`config.mk`:
```
export PLATFORM = sky130hd
export DESIGN_NAME = piso_stream_serializer
export DESIGN_NICKNAME = d
export VERILOG_FILES = /design/src/rtl/piso_pkg.sv /design/src/rtl/piso_bit_counter.sv /design/src/rtl/piso_stream_serializer.sv
export SDC_FILE = /design/constraint.sdc
export NUM_CORES = 1
export LEC_CHECK = 0
export ABC_AREA = 1
export BUFFER_PORTS_ARGS = -buffer_cell sky130_fd_sc_hd__buf_2
export CAP_MARGIN = 20
export CELL_PAD_IN_SITES_DETAIL_PLACEMENT = 2
export CELL_PAD_IN_SITES_GLOBAL_PLACEMENT = 2
export CORE_MARGIN = 5
export CORE_UTILIZATION = 29
export DETAILED_ROUTE_END_ITERATION = 12
export PLACE_DENSITY_LB_ADDON = 0.1
export SLEW_MARGIN = 20
export SYNTH_ARGS = -nofsm -noshare
export SYNTH_HDL_FRONTEND = slang
export SYNTH_SLANG_ARGS = --single-unit
```
`constraint.sdc`:
```
create_clock -name clk -period 1.5 [get_ports clk]
set_input_delay 0.15 -clock clk [delete_from_list [all_inputs] [get_ports clk]]
set_output_delay 0.15 -clock clk [all_outputs]
set_load 0.02 [all_outputs]
```
`src/rtl/piso_pkg.sv`:
```
// Shared types and helpers for the PISO stream serializer.
package piso_pkg;

  typedef enum logic {
    IDLE  = 1'b0,
    SHIFT = 1'b1
  } piso_state_t;

  localparam int MAX_WIDTH = 64;

  function automatic int cnt_width(input int width);
    return $clog2(width + 1);
  endfunction

  function automatic logic even_parity(input logic [MAX_WIDTH-1:0] word);
    return ^word;
  endfunction

endpackage

```
`src/rtl/piso_bit_counter.sv`:
```
// Bit counter with enable, synchronous clear and a registered terminal-count flag.
module piso_bit_counter
  import piso_pkg::*;
#(
  parameter int NBITS = 8,
  parameter int CNT_W = cnt_width(NBITS)
) (
  input  logic clk,
  input  logic rst_n,
  input  logic en,
  input  logic clr,
  output logic last
);

  logic [CNT_W-1:0] cnt_q;
  logic [CNT_W-1:0] cnt_d;
  logic             last_q;
  logic             last_d;

  // The flag is computed from the next count so it lines up with the bit it marks.
  always_comb begin
    cnt_d = cnt_q;
    if (clr) begin
      cnt_d = '0;
    end else if (en) begin
      cnt_d = cnt_q + CNT_W'(1);
    end
    last_d = (cnt_d == CNT_W'(NBITS - 1));
  end

  always_ff @(posedge clk or negedge rst_n) begin
    if (!rst_n) begin
      cnt_q  <= '0;
      last_q <= 1'b0;
    end else begin
      cnt_q  <= cnt_d;
      last_q <= last_d;
    end
  end

  assign last = last_q;

endmodule

```
`src/rtl/piso_stream_serializer.sv`:
```
// Parallel-in/serial-out serializer with valid/ready on both sides.
// Define PISO_PARITY_EN to append an even-parity bit after each word.
module piso_stream_serializer
  import piso_pkg::*;
#(
  parameter int WIDTH = 8,
  parameter int CNT_W = cnt_width(WIDTH)
) (
  input  logic             clk,
  input  logic             rst_n,
  input  logic             in_valid,
  output logic             in_ready,
  input  logic [WIDTH-1:0] in_data,
  input  logic             lsb_first,
  output logic             out_valid,
  input  logic             out_ready,
  output logic             out_bit,
  output logic             out_last,
  output logic             busy
);

`ifdef PISO_PARITY_EN
  localparam int NBITS = WIDTH + 1;
`else
  localparam int NBITS = WIDTH;
`endif

  // Handshake: a word moves on in_valid & in_ready, a bit moves on
  // out_valid & out_ready, both sampled at the rising edge of clk.
  piso_state_t      state_q;
  piso_state_t      state_d;
  logic [NBITS-1:0] sr_q;
  logic [NBITS-1:0] sr_d;
  logic             mode_q;
  logic             mode_d;
  logic             out_bit_q;
  logic             out_bit_d;
  logic             accept;
  logic             xfer;
  logic             last_xfer;
  logic             cnt_clr;
  logic             cnt_en;
  logic             last_flag;
  logic [NBITS-1:0] load_msb;
  logic [NBITS-1:0] load_lsb;

`ifdef PISO_PARITY_EN
  logic parity;
  assign parity   = even_parity(MAX_WIDTH'(in_data));
  assign load_msb = {in_data, parity};
  assign load_lsb = {parity, in_data};
`else
  assign load_msb = in_data;
  assign load_lsb = in_data;
`endif

  assign accept    = in_valid & in_ready;
  assign xfer      = out_valid & out_ready;
  assign last_xfer = xfer & out_last;
  assign cnt_clr   = accept | last_xfer;
  assign cnt_en    = xfer & ~out_last;

  always_ff @(posedge clk or negedge rst_n) begin
    if (!rst_n) begin
      state_q <= IDLE;
    end else begin
      state_q <= state_d;
    end
  end

  always_comb begin
    state_d = state_q;
    case (state_q)
      IDLE: begin
        if (accept) state_d = SHIFT;
      end
      SHIFT: begin
        if (last_xfer && !accept) state_d = IDLE;
      end
      default: state_d = IDLE;
    endcase
  end

  // in_ready is the only combinational output; it is held low during reset.
  always_comb begin
    in_ready = 1'b0;
    case (state_q)
      IDLE:    in_ready = rst_n;
      SHIFT:   in_ready = rst_n & out_ready & out_last;
      default: in_ready = 1'b0;
    endcase
  end

  assign out_valid = (state_q == SHIFT);
  assign busy      = (state_q == SHIFT);

  always_comb begin
    sr_d   = sr_q;
    mode_d = mode_q;
    if (accept) begin
      mode_d = lsb_first;
      sr_d   = lsb_first ? load_lsb : load_msb;
    end else if (xfer) begin
      sr_d = mode_q ? {1'b0, sr_q[NBITS-1:1]} : {sr_q[NBITS-2:0], 1'b0};
    end
    // Registering the head of the next shift value keeps out_bit a flop.
    out_bit_d = 1'b0;
    if (state_d == SHIFT) begin
      out_bit_d = mode_d ? sr_d[0] : sr_d[NBITS-1];
    end
  end

  always_ff @(posedge clk or negedge rst_n) begin
    if (!rst_n) begin
      sr_q      <= '0;
      mode_q    <= 1'b0;
      out_bit_q <= 1'b0;
    end else begin
      sr_q      <= sr_d;
      mode_q    <= mode_d;
      out_bit_q <= out_bit_d;
    end
  end

  piso_bit_counter #(
    .NBITS(NBITS),
    .CNT_W(CNT_W)
  ) u_bit_counter (
    .clk  (clk),
    .rst_n(rst_n),
    .en   (cnt_en),
    .clr  (cnt_clr),
    .last (last_flag)
  );

  assign out_bit  = out_bit_q;
  assign out_last = last_flag;

endmodule
```
**Word level (Yosys, flattened, before mapping)**

Index checks and enable logic that the tools add are counted.
Widths: inputs -> output; s select.

- Flip-flop bits (word level): 16
- Input bits: 13
- Output and inout bits: 5
- Logic and storage cells: 33

- $add $sub $neg: 1
- Eq/ne operators: 1
- Muxes and demuxes: 12
- Bitwise operators: 9
- Reduce and logical (&&, ||, !) cells: 3

Operators by type and width:

| operator | number |
|---|---|
| $mux 8 | 3 |
| $mux 4 | 2 |
| $and 1x1->1 | 6 |
| $mux 1 | 5 |
| $add 4x1->4 const B | 1 |
| $eq 4x3->1 const B | 1 |
| $pmux 1 s2 | 2 |
| $not 1->1 | 2 |
| $reduce_bool 2->1 | 1 |
| $logic_and 1x1->1 | 1 |
| $logic_not 1->1 | 1 |
| $or 1x1->1 | 1 |

**Depth between registers and ports, before layout**

- Depth after elaboration: 9
- Gate-level depth with buffers: 10
- Depth with buffers taken out: 9

**Hierarchy**

Synthesis repeated with hierarchy kept, for this count alone.

- Cells, all modules: 117
- Area total of the unflattened synthesis: 909.6 sq um

By module, submodules not included:

| module | times used | cells each | area each (sq um) | sequential area each (sq um) |
|---|---|---|---|---|
| piso_stream_serializer | 1 | 85 | 659.4 | 275.3 |
| piso_bit_counter | 1 | 32 | 250.2 | 125.1 |

**Worst setup path after synthesis**

Ideal clock, no wire load.

- Path type: reg2reg
- From: register u_bit_counter.last_q (netlist: u_bit_counter.last)
- To: register sr_q[2]
- Setup time: 0.129 ns
- Arrival time: 1.159 ns
- Path slack: 0.212 ns
- Stages on the path, launching flop included: 7
- Path buffers: 1
- Clock period less this slack: 1.288 ns
- Cells stage by stage: dfrtp_1 nand2_2 nand2_4 nand3_4 buf_2 o21ai_0 o21ai_0

- Word-level cells in the longest chain between the ends: 4
- Elaborated cells between the ends (all ways): 5
- Those cells by class: mux (2); bitwise (2); reduce/logical (1)

RTL lines:

| element | line | source |
|---|---|---|
| start, declared | piso_bit_counter.sv:17 | `logic last_q;` |
| start signal, assigned | piso_bit_counter.sv:37 | `last_q <= last_d;` |
| $and 1x1->1 (*) | piso_stream_serializer.sv:89 | `SHIFT: in_ready = rst_n & out_ready & out_last;` |
| $pmux 1 s2 (*) | piso_stream_serializer.sv:87 | `case (state_q)` |
| $and 1x1->1 (*) | piso_stream_serializer.sv:57 | `assign accept = in_valid & in_ready;` |
| $mux 8 / $reduce_bool 2->1 (equally long branches) | n/a |  |
| end signal, assigned | piso_stream_serializer.sv:119 | `sr_q <= sr_d;` |
| end, declared | piso_stream_serializer.sv:32 | `logic [NBITS-1:0] sr_q;` |

Mark *: on every way between the ends. The rest lies on a longest branch, timed or not.
A chain may end at the register's enable or synchronous reset.

**Final worst setup path**

- From: input port rst_n
- To: output port in_ready

- Word-level cells in the longest chain between the ends: 3

RTL lines:

| element | line | source |
|---|---|---|
| start, declared | piso_stream_serializer.sv:10 | `input logic rst_n,` |
| $and 1x1->1 (2 in series) | piso_stream_serializer.sv:89 |  |
| $pmux 1 s2 (*) | piso_stream_serializer.sv:87 |  |
| end, declared | piso_stream_serializer.sv:12 | `output logic in_ready,` |

Marks and branches as above.

==> flow_summary_export.csv <==
group,metric,value,unit
floorplan,die_w,66.9,um
drt,routed_wl,2770,um
synth,ys_types,21,
outcome,status,"finished clean",
drt,num_vias,913,
hold_path,min_path_type,"in -> reg",
synth,seq_area_frac_synth,0.427,
synth,synthCells,128,
floorplan,core,3080,sq um
global_routing,grt_pass1_wl,4530,um
floorplan,die_area,4470,sq um
drt,dr.first_iter.drc_count,24,
timing,hold_violations,0,
clock_network,cts.clk_slew.worst_paths,0.11,ns
timing,tightest_slew,0.271,ns
drt,drtPass1Iterations,3,
floorplan,initial_core_util,0.305,
floorplan,rows,20,
global_routing,grt_pass1_vias,973,
timing,skew,0.00543,ns
flow_run,max_cap_violations,0,
timing,drv_slew,0,
pwr,p_leak,0.610,nW
placement,numPortBuffers,17,
synth,ys_ff_latch,16,
clock_network,clock_sinks,16,
floorplan,num_io_pins,18,
placement,dp_hpwl,2070,um
global_routing,globalRouteOverflowTotal,0,
synth,syn_avg_cell_area,7.33,sq um
drt,ant_nets,0,
timing,post-route-min-period,1.45,ns
clock_network,clk_latency,0.30,ns
clock_network,cts_made_buffers,3,
timing,fmax,688,MHz
synth,synthXorXnorAreaFrac,0.00933,
cells_and_area,nFillCells,377,
floorplan,die_h,66.9,um
timing,period_share,0.968,
placement,place.gp.congestion,0.786,
pwr,ir_worst_vdd,655,uV
synth,yosysTopAreaCell,"dfrtp_1",
synth,synth_top_family_by_area,"simple AND/OR/NAND/NOR gates",
drt,drc,0,
clock_network,cts-root-buf,"clkbuf_4",
timing,setup_viol,0,
synth,ys.warnings.count,0,
clock_network,htreeDepth,1,
synth,synth-simple-area-share,0.307,
cells_and_area,antenna_cells,0,
cells_and_area,area_delta_synth_final,21.2,%
critical_path,path_class,"in -> out",
global_routing,antenna_found_initial,0,
synth,synthesis.area,938,sq um
timing,tns,0,ns
critical_path,arrival,1.30,ns
drt,wl_per_cell,14.3,um
drt,avgViaCountPerCell,4.71,
pwr,power_density,1900,nW/um^2
synth,synth.area.mux_share,0,
critical_path,path_max_fanout,10,
clock_network,cts_tree,"done",
cells_and_area,nets,165,
critical_path,end_kind,"output port",
synth,synth_area_leaders,"dfrtp_1 (43%), nand2_1 (14%), o21ai_0 (12%)",
timing,slew_headroom,0.819,
global_routing,grt_max_degree,24,
critical_path,cp.required,1.35,ns
synth,synth_top_area_share,0.427,
timing,hold_slack,0.0840,ns
cells_and_area,drive_gt1_frac,0.227,
global_routing,grt_util_all_layers,0.137,
clock_network,post_cts_buffers,0,
placement,place_ws,0.00856,ns
synth,synth_fp_nets,142,
timing,rsz0062_at_grt,"false",
synth,synth_compound_area_frac,0.133,
timing,worst_slack,0.0474,ns
critical_path,start_kind,"input port",
clock_network,clockBufferDepth,2,
synth,yosys.area_share.adder,0.0133,
## area by class of cell
class,instances,area (sq um),share of cell area
Multi-Input combinational cell,89,444,0.391
Sequential cell,16,403,0.354
Timing Repair Buffer,21,124,0.109
Inverter,20,75.1,0.0660
Tap cell,44,55.1,0.0484
Clock buffer,4,36.3,0.0319
## flip-flops by register name, indices dropped and copies added, names as in the netlist
register and count:
busy 1, u_bit_counter.cnt_q 4, u_bit_counter.last 1, mode_q 1
out_bit 1, sr_q 8
## worst max-delay path: stages
cell and delay [ns]:
dlygate4sd3_1 0.53, buf_4 0.17, buf_6 0.15, and2_1 0.15, buf_2 0.15
## per-stage QoR
stage / cells / area [sq um] / util / total power, mW
floorplan: 128 / 938 / - / 1.54
global placement: 188 / 1070 / 0.348 / 1.81
detailed placement: 188 / 1070 / 0.348 / 1.87
CTS: 193 / 1120 / 0.364 / 2.18
global route: 194 / 1140 / 0.370 / 2.40
finish: 194 / 1140 / 0.370 / 2.17
## routing by layer
layer	part of all wire	global-route usage	vias up	routed length, um
met5	0	0	-	0
met4	0.013	0.0456	0	37
met3	0.043	0.0405	5	119
met2	0.44	0.213	16	1230
met1	0.50	0.180	443	1380
li1	-	-	449	-
## cells in the mapped netlist
| cell | number |
|---|---|
| nand2_4 | 1 |
| and2_1 | 2 |
| nor2_2 | 1 |
| nand3_1 | 3 |
| a21oi_1 | 2 |
| buf_6 | 1 |
| nand3_4 | 1 |
| inv_1 | 19 |
| nand2_2 | 2 |
| xor2_1 | 1 |
| nor2_1 | 10 |
| nand4_1 | 4 |
| o21ai_0 | 23 |
| nand2_1 | 35 |
| buf_4 | 1 |
| nand3b_1 | 1 |
| ha_1 | 1 |
| dfrtp_1 | 16 |
| nor2_4 | 1 |
| inv_2 | 1 |
| buf_2 | 2 |
## cell families (layout without fill, tap and decap cells)
logic type               after synthesis  after routing
AO/OA/AOI/OAI                         25             25
buffers and inverters                 24             45
AND/OR/NAND/NOR                       61             62
flip-flops                            16             16
adder cells (fa/ha/maj)                1              1
XOR/XNOR                               1              1
## placed cells by master (no fill, tap or decap)
cell and n:
nand2_4 1, dfrtp_2 2, nor2_2 1, o21ai_0 23, inv_1 19, a21oi_1 2, dlygate4sd3_1 1, inv_2 1
ha_1 1, nand3_4 1, nand3_2 1, buf_4 3, nor2_1 10, nand2_1 35, nand2_2 2, nand3b_1 1
and2_1 2, clkbuf_4 3, nand4_1 4, nor2_4 1, dfrtp_1 14, clkbuf_8 1, xor2_1 1, buf_6 1
nand3_1 3, buf_2 16
## final timing paths
| path | startpoint | endpoint | slack [ns] | depth (start not counted) |
|---|---|---|---|---|
| setup reg to reg | u_bit_counter.last | u_bit_counter.last | 0.16 | 8 |
| hold / removal | in_data[6] | sr_q[6] | 0.08 | 3 |
| min in group asynchronous | rst_n | sr_q[7] | 0.34 | 3 |
| hold reg to reg | sr_q[6] | sr_q[6] | 0.57 | 2 |
| setup / recovery | rst_n | in_ready | 0.05 | 5 |
| max in group asynchronous | rst_n | busy | 0.95 | 3 |
## what timing repair did
item,CTS,global route
pin swaps,0,0
endpoints found under the hold margin,16,0
resized for setup,1,4
setup endpoints to repair,1,5
cloned,0,1
hold buffers,1,0
## where the power goes
part / internal [mW] / switching, mW
Sequential: 0.643 / 0.162
Clock: 0.148 / 0.160
Combinational: 0.371 / 0.683
Total: 1.16 / 1.00
(Power assumes the default switching activity.)
